--- src/rtl/kmer_stream_packer_pkg.sv ---
// kmer_pkg: shared constants and types for the k-mer stream packer.
//   K          k-mer length in bases
//   READ_LEN   bases per read
//   KMER_W     bits per k-mer (2 bits per base)
//   NUM_KMERS  overlapping k-mers per read
//   IDX_W      width of the base counter
package kmer_pkg;

  localparam int K         = 16;
  localparam int READ_LEN  = 64;
  localparam int KMER_W    = 2 * K;
  localparam int NUM_KMERS = READ_LEN - K + 1;
  localparam int IDX_W     = $clog2(READ_LEN);

  typedef enum logic [1:0] {
    A = 2'b00,
    C = 2'b01,
    G = 2'b10,
    T = 2'b11
  } base_t;

  typedef logic [KMER_W-1:0] kmer_t;

  typedef enum logic {
    COLLECT = 1'b0,
    HOLD    = 1'b1
  } packer_state_t;

endpackage

--- src/rtl/kmer_window_shift.sv ---
// kmer_window_shift: 2*K-bit shift register holding the last K bases.
// Ports:
//   clk, rstN  clock and asynchronous active-low reset
//   shiftEn    shift one base in at the rising edge
//   clear      synchronous clear (wins over shiftEn)
//   base       incoming nucleotide
//   winNext    combinational value the window takes on a shift
module kmer_window_shift
  import kmer_pkg::*;
(
  input  logic  clk,
  input  logic  rstN,
  input  logic  shiftEn,
  input  logic  clear,
  input  base_t base,
  output kmer_t winNext
);

  kmer_t win;

  // Oldest base leaves from the top; newest enters in bits [1:0].
  assign winNext = {win[KMER_W-3:0], base};

  always_ff @(posedge clk or negedge rstN) begin
    if (!rstN) begin
      win <= '0;
    end else if (clear) begin
      win <= '0;
    end else if (shiftEn) begin
      win <= winNext;
    end
  end

endmodule

--- src/rtl/kmer_stream_packer.sv ---
// kmer_stream_packer: turns a serial stream of 2-bit bases into the full
// array of overlapping k-mers for one read.
// Ports:
//   clk, rstN   clock and asynchronous active-low reset
//   baseValid   base/baseLast valid
//   baseReady   block accepts a base (COLLECT only)
//   base        nucleotide A=00 C=01 G=10 T=11
//   baseLast    final base of the read
//   kmersOut    k-mer j = bases j..j+K-1, base j in the top bits
//   kmersValid  kmersOut holds a complete read (HOLD)
//   kmersAck    consumer took kmersOut; leaves HOLD
//   lenError    one-cycle pulse: read length wrong, read discarded
module kmer_stream_packer
  import kmer_pkg::*;
(
  input  logic                               clk,
  input  logic                               rstN,
  input  logic                               baseValid,
  output logic                               baseReady,
  input  logic [1:0]                         base,
  input  logic                               baseLast,
  output logic [NUM_KMERS-1:0][KMER_W-1:0]   kmersOut,
  output logic                               kmersValid,
  input  logic                               kmersAck,
  output logic                               lenError
);

  packer_state_t    state;
  logic [IDX_W-1:0] idx;
  kmer_t            win_next;

  // Slot NUM_KMERS-1 is never stored here: on completion it comes
  // straight from win_next into the output register.
  kmer_t            work [NUM_KMERS-1];

  logic             xfer;
  logic             at_last;
  logic             len_err;
  logic             done;
  logic             slot_en;
  logic [IDX_W-1:0] slot;

  assign baseReady = rstN && (state == COLLECT);
  assign xfer      = baseValid && baseReady;
  assign at_last   = (idx == IDX_W'(READ_LEN - 1));
  // Length error: baseLast disagrees with the position in the read.
  assign len_err   = xfer && (baseLast != at_last);
  assign done      = xfer && baseLast && at_last;
  assign slot      = idx - IDX_W'(K - 1);
  assign slot_en   = xfer && (idx >= IDX_W'(K - 1)) && !at_last;

  // kmersValid is a decode of the state flop, so it is registered.
  assign kmersValid = (state == HOLD);

  kmer_window_shift u_window (
    .clk     (clk),
    .rstN    (rstN),
    .shiftEn (xfer),
    .clear   (len_err),
    .base    (base_t'(base)),
    .winNext (win_next)
  );

  // NOTE: the working array has no reset; every slot is rewritten before it
  // is copied out, so resetting it would only add reset fan-out.
  always_ff @(posedge clk) begin
    if (slot_en) begin
      work[slot] <= win_next;
    end
  end

  always_ff @(posedge clk or negedge rstN) begin
    if (!rstN) begin
      state    <= COLLECT;
      idx      <= '0;
      lenError <= 1'b0;
    end else begin
      lenError <= len_err;
      if (xfer) begin
        idx <= (done || len_err) ? '0 : idx + IDX_W'(1);
      end
      case (state)
        COLLECT: if (done)     state <= HOLD;
        HOLD:    if (kmersAck) state <= COLLECT;
        default:               state <= COLLECT;
      endcase
    end
  end

  always_ff @(posedge clk or negedge rstN) begin
    if (!rstN) begin
      kmersOut <= '0;
    end else if (done) begin
      for (int j = 0; j < NUM_KMERS - 1; j++) begin
        kmersOut[j] <= work[j];
      end
      kmersOut[NUM_KMERS-1] <= win_next;
    end
  end

endmodule

--- config.mk ---
export PLATFORM = sky130hd
export DESIGN_NAME = kmer_stream_packer
export DESIGN_NICKNAME = d
export VERILOG_FILES = /design/src/rtl/kmer_stream_packer_pkg.sv /design/src/rtl/kmer_window_shift.sv /design/src/rtl/kmer_stream_packer.sv
export SDC_FILE = /design/constraint.sdc
export NUM_CORES = 2
export LEC_CHECK = 0
export BUFFER_PORTS_ARGS = -buffer_cell sky130_fd_sc_hd__buf_2
export CAP_MARGIN = 20
export CORE_AREA = 2 2 650 652
export CTS_CLUSTER_DIAMETER = 150
export DETAILED_ROUTE_END_ITERATION = 8
export DIE_AREA = 0 0 652 654
export HOLD_SLACK_MARGIN = 0.1
export PLACE_DENSITY = 0.54
export REMOVE_ABC_BUFFERS = 1
export SLEW_MARGIN = 25
export SYNTH_ARGS = -nofsm -noshare
export SYNTH_HDL_FRONTEND = slang
export SYNTH_SLANG_ARGS = --single-unit
--- constraint.sdc ---
create_clock -name clk -period 6.5 [get_ports clk]
set_clock_uncertainty 0.2 [all_clocks]
set_input_delay 1.3 -clock clk [delete_from_list [all_inputs] [get_ports clk]]
set_output_delay 1.3 -clock clk [all_outputs]
set_load 0.1 [all_outputs]
Yosys cells after proc, flatten, opt, wreduce, memory -nomap -nowiden
Memory sizes are Yosys's and may differ from the RTL's. A register that Yosys moved wholly into a read port is not among the register bits.
Cells that the tools add are included.
W data, S select, Z words.

storage, ports and cells
  bits in writable memories = 1536
  input bits = 7
  output and inout bits = 1571
  bits in registers = 70
  memories kept = 1

operators by class
  bitwise operators = 1
  reduce and logical (&&, ||, !) cells = 58
  add/sub/neg operators = 2
  muxes and demuxes = 8
  equal/unequal tests = 2
  order comparisons = 1

memory list
  name  depth  width  read ports  clocked after Yosys merged registers in  wr ports  RTL line                  source
  work  48     32     48          48                                       1         kmer_stream_packer.sv:34  kmer_t work [NUM_KMERS-1];

operators by type and width
  kind                   count
  $mux W30               2
  $logic_not A1 Y1       49
  $logic_and A1 B1 Y1    7
  $add A6 B1 Y6 const B  1
  $eq A6 B6 Y1 const B   1
  $ge A6 B4 Y1 const B   1
  $mux W6                1
  $sub A6 B4 Y6 const B  1
  $mux W1                4
  $pmux W1 S2            1
  $reduce_bool A2 Y1     1
  $logic_or A1 B1 Y1     1
  $ne A1 B1 Y1           1
  $not A1 Y1             1

Longest topological paths before layout
  depth in word-level cells = 7
  depth in mapped cells = 9
  depth with buffers taken out = 5

Modules after synthesis
From an unflattened synthesis, not the netlist that was laid out.

second synthesis, totals
  cell total of the unflattened synthesis = 5107
  area, all modules = 112838.2 µm²

by module, submodules not included
  module              times used  cells an instance  area each (µm²)
  kmer_stream_packer  1           5008               111577.0
  kmer_window_shift   1           99                 1261.2

Worst setup path before layout
No wires, ideal clock.

  path type = input port to output port
  start point = in rstN
  end point = out baseReady
  setup slack = 2.366 ns
  required time = 5.000 ns
  path buffers = 0
  data arrival time = 2.634 ns
  stages on the path = 1
  cell sequence = nor2b_1

on the way
  cells in the longest elaborated chain, start to end = 1

ends and longest elaborated chain
  what                 RTL line                  source
  from (decl)          kmer_stream_packer.sv:17  input logic rstN,
  $logic_and A1 B1 Y1  kmer_stream_packer.sv:43  assign baseReady = rstN && (state == COLLECT);
  to (decl)            kmer_stream_packer.sv:19  output logic baseReady,

No other way between the ends.

Worst setup path after layout
  start point = in rstN
  end point = mem work[0][13] in the netlist's numbering, enable pin

on the way
  cells in the longest elaborated chain, start to end = 6

ends and longest elaborated chain
  what                              RTL line                  source
  $logic_and A1 B1 Y1               kmer_stream_packer.sv:43
  $logic_and A1 B1 Y1               kmer_stream_packer.sv:44  assign xfer = baseValid && baseReady;
  $logic_and A1 B1 Y1 (2 in a row)  kmer_stream_packer.sv:50  assign slot_en = xfer && (idx >= IDX_W'(K - 1)) && !at_last;
  $mux W1                           kmer_stream_packer.sv:67  if (slot_en) begin
  $mux W1 (not written as such)     kmer_stream_packer.sv:68  work[slot] <= win_next;
  to (decl)                         kmer_stream_packer.sv:34

No other way between the ends.

==> impl_results.md <==
- Run status: finished clean
- TritonCTS clock tree: done
- CTS Root Cell: sky130_fd_sc_hd__clkbuf_16
- Clock slew at the register clock pins of the worst setup and hold paths: 0.06 ns
- Kind of cell with the highest combined delay on the critical path: simple AND/OR/NAND/NOR gates
- Ports placed on the boundary: 1578
- Part of the power in combinational logic: 0.013
- Synth top area cells: sky130_fd_sc_hd__edfxtp_1 41%, sky130_fd_sc_hd__dfrtp_1 36%, sky130_fd_sc_hd__mux2_4 20%
- Die Outline Area: 426000 um^2
- Initial standard-cell utilization of the core: 0.269
- Synthesis-stage register bit count: 3142
- Detailed-route wire length per cell: 29.7 um
- EDFF count, synth: 1536
- Post-synthesis cell type count: 46
- Synthesized netlist cell count: 5120
- Sequential element share of the synthesized area: 0.765
- Placed Cells incl. Taps: 12200
- Hold Startpoint: work[24][7]$_DFFE_PP_
- Ratio of routed vias to standard cells: 4.26
- Number of optimization iterations in the first detailed-route pass: 6
- Startpoint type of the worst setup path: input pin
- CP endpoint: work[0][13]$_DFFE_PP_
- Ratio of final minimum period to clock period: 0.699
- Crit-path max cell delay: 0.94 ns
- Worst path cell trace: dlygate4sd3_1, buf_12, nand3b_1, a311oi_1, nand3_2, nor2_4, buf_4
- Type of destination of the critical path: register
- Final count of hold timing violations: 0
- Slew margin rel.: 0.246
- Fraction of the core area covered by cells at the end of the flow: 0.333
- Worst voltage drop across the vdd grid: 0.224 mV
- Total standard cell area after synthesis: 113000 um^2
- Max Fanout on Critical Path: 26
- Count of maximum capacitance violations: 0
- Timing startpoint of the critical path: rstN
- Path length in cells of the critical path: 7
- Post-synth top area cell: sky130_fd_sc_hd__edfxtp_1
- Row count: 238
- Final worst setup slack: 1.96 ns
- Total of warnings raised by yosys: 0
- Cells on worst reg2reg path: 6
- Detailed-route DRC error count: 0
- Post-layout instance count excluding filler cells: 12865
- Die Width: 652 um
- Slew at the pin with the worst max-slew slack: 1.13 ns
- Leakage component of the power: 67.4 nW
- Setup repair after global routing missed its margin: no
- Post-DP HPWL: 242 mm
- Sequential fraction of design power: 0.510
- Worst reg-to-reg setup slack: 2.18 ns
- Number of buffers inserted by post-CTS setup repair: 0
- Total congestion overflow after global routing: 0
- Largest net degree at the start of global routing: 157
- Global-route wire length before repair: 511 mm
- Tightest Hold Check Type: register to register
- Number of buffers inserted by port buffering: 1577
- CP max-delay cell: sky130_fd_sc_hd__nor2_4
- Internal power consumption: 32.2 mW
- Total clock buffers created by CTS: 344
- Die Height: 654 um
- Critical R2R Capture: work[0][13]$_DFFE_PP_
- Routed Antenna Nets: 0
- Final Routed Wirelength: 382 mm
- Main flop type after synthesis: sky130_fd_sc_hd__dfrtp_1
- Buffer and inverter count on the worst path: 3
- Clock group share of total power: 0.477
- Vias in the first global route: 57467
- Clock period minus worst slack: 4.54 ns
- Setup Crit Path Kind: input pin to register
- Final Max Tran Viols: 0
- Skew-Pair Late Insertion Delay: 0.94 ns
- Core area: 419000 um^2
- Cell area power density: 295 nW/um^2
- Share of async-settable or async-resettable flops after synthesis: 0.511
- Total Routing Usage GR: 0.173
- Layout-stage area growth over the synthesis result: 23.7%
- Maximum clock frequency: 0.220 GHz
- Final count of negative-setup-slack endpoints: 0
- Switching power: 8.92 mW
- Worst endpoint required time: 6.91 ns
- Synthesized area divided by synthesized cell count: 22.0 um^2
- Number of violations reported at the end of detailed-routing iteration 0: 4655
- Share of total power consumed by net switching: 0.217
- Antenna violations before repair: 62
- Layout cells sized above 1: 0.537
- Layout net count: 7038
- H-Tree Level Count: 5
- Worst slack at placement: 1.45 ns
- Vias after detailed routing: 54864
- Post-route setup TNS: 0 ns
- Final estimated routing congestion in global placement: 0.805
- Number of sinks on the clock net: 3142
- Post-synth top area share: 0.409
- Max clock buf depth: 4
- Start of the worst register-to-register path: idx[0]$_DFFE_PN0N_
- Filler cell count: 39979
- Critical path arrival: 4.95 ns
- Worst hold slack across all endpoints: 0.249 ns
per-layer routing:
layer | up-vias | wire length [um] | GRT usage
met1 | 29247 | 149000 | 0.210
li1 | 22832 | - | -
met4 | 0 | 17200 | 0.0703
met2 | 2204 | 186000 | 0.291
met3 | 581 | 29400 | 0.0462
met5 | - | 0 | 0
metrics by stage:
step           instance area [um^2]  total power [mW]
6_report                     139000              41.1
3_3_place_gp                 128000              21.9
5_1_grt                      139000              42.5
2_1_floorplan                111000              21.4
3_5_place_dp                 128000              22.0
4_1_cts                      139000              41.7
cell usage after synthesis (all sizes together) (3+ instances only):
library cell / count
dfrtp: 1606
mux2: 1568
edfxtp: 1536
buf: 175
nor2: 54
nand2: 40
inv: 34
o31ai: 31
clkbuf: 16
nand3: 9
and3: 5
o21ai: 5
and2: 3
nor3: 3
nor4b: 3
o32ai: 3
area by class of cell:
type	instances	area, um^2	area share
repair buffers	1755	9910	0.0710
diodes	22	55.1	0.000395
clock buffers	480	9660	0.0693
flip-flops and latches	3142	86400	0.620
multi-input cells	1753	24700	0.177
well taps	5520	6910	0.0495
inverters	34	128	0.000915
clock inverters	159	1660	0.0119
cells in the final DEF (no fill, tap or decap), types with 46 or more instances in the layout:
cell,count
sky130_fd_sc_hd__dfrtp_1,1576
sky130_fd_sc_hd__buf_2,1573
sky130_fd_sc_hd__edfxtp_1,1536
sky130_fd_sc_hd__mux2_4,1500
sky130_fd_sc_hd__clkbuf_16,348
sky130_fd_sc_hd__buf_4,131
sky130_fd_sc_hd__clkbuf_1,86
sky130_fd_sc_hd__mux2_2,68
sky130_fd_sc_hd__clkinv_2,53
sky130_fd_sc_hd__nor2_4,49
sky130_fd_sc_hd__clkbuf_8,46
worst register-to-register path, delay by kind of cell, from the launching register on:
kind / cells / cell delay, ns
and+or+nand+nor: 3 / 1.81
adders and majority gates: 1 / 0.42
AOI/OAI and AO/OA: 1 / 0.71
buffers and inverters: 1 / 0.37
DFF: 1 / 0.54
registers in the layout, indices dropped and copies added, names as in the netlist:
name	flops
kmersValid	1
kmersOut	1568
work	1536
idx	6
u_window.win	30
lenError	1
power by group through the flow:
stage          clock [mW]  sequential (mW)  combinational, mW
4_1_cts              20.1             21.0              0.580
5_1_grt              20.9             21.0              0.603
2_1_floorplan           0             21.3             0.0554
3_5_place_dp            0             21.4              0.580
3_3_place_gp            0             21.4              0.566
6_report             19.6             21.0              0.541
logic make-up (layout without fill, tap and decap cells):
family | Yosys count | after routing | share of synthesized area
multiplexers | 1568 | 1568 | 0.207
flip-flops | 3142 | 3142 | 0.765
XOR/XNOR | 3 | 3 | 0.000233
other | 0 | 22 | 0
adder cells (fa/ha/maj) | 1 | 1 | 0.000111
AND/OR/NAND/NOR | 130 | 130 | 0.00527
AO/OA/AOI/OAI | 51 | 51 | 0.00338
buffers and inverters | 225 | 2428 | 0.0190
worst min-delay path by stage:
stage                                             to  slack (ns)  cells after the start
after floorplan           kmersOut[1023]$_DFFE_PN0P_        0.26                      1
after global placement     kmersOut[822]$_DFFE_PN0P_        0.26                      1
after detailed placement   kmersOut[351]$_DFFE_PN0P_        0.26                      1
after CTS                  kmersOut[845]$_DFFE_PN0P_        0.24                      1
after global routing       kmersOut[186]$_DFFE_PN0P_        0.27                      1
final                      kmersOut[775]$_DFFE_PN0P_        0.25                      1
timing repair:
item                      CTS  global route
hold endpoints to repair   13             0
gates resized for setup     0             0
hold buffers                1             0
Power figures use the tool's default switching activity.
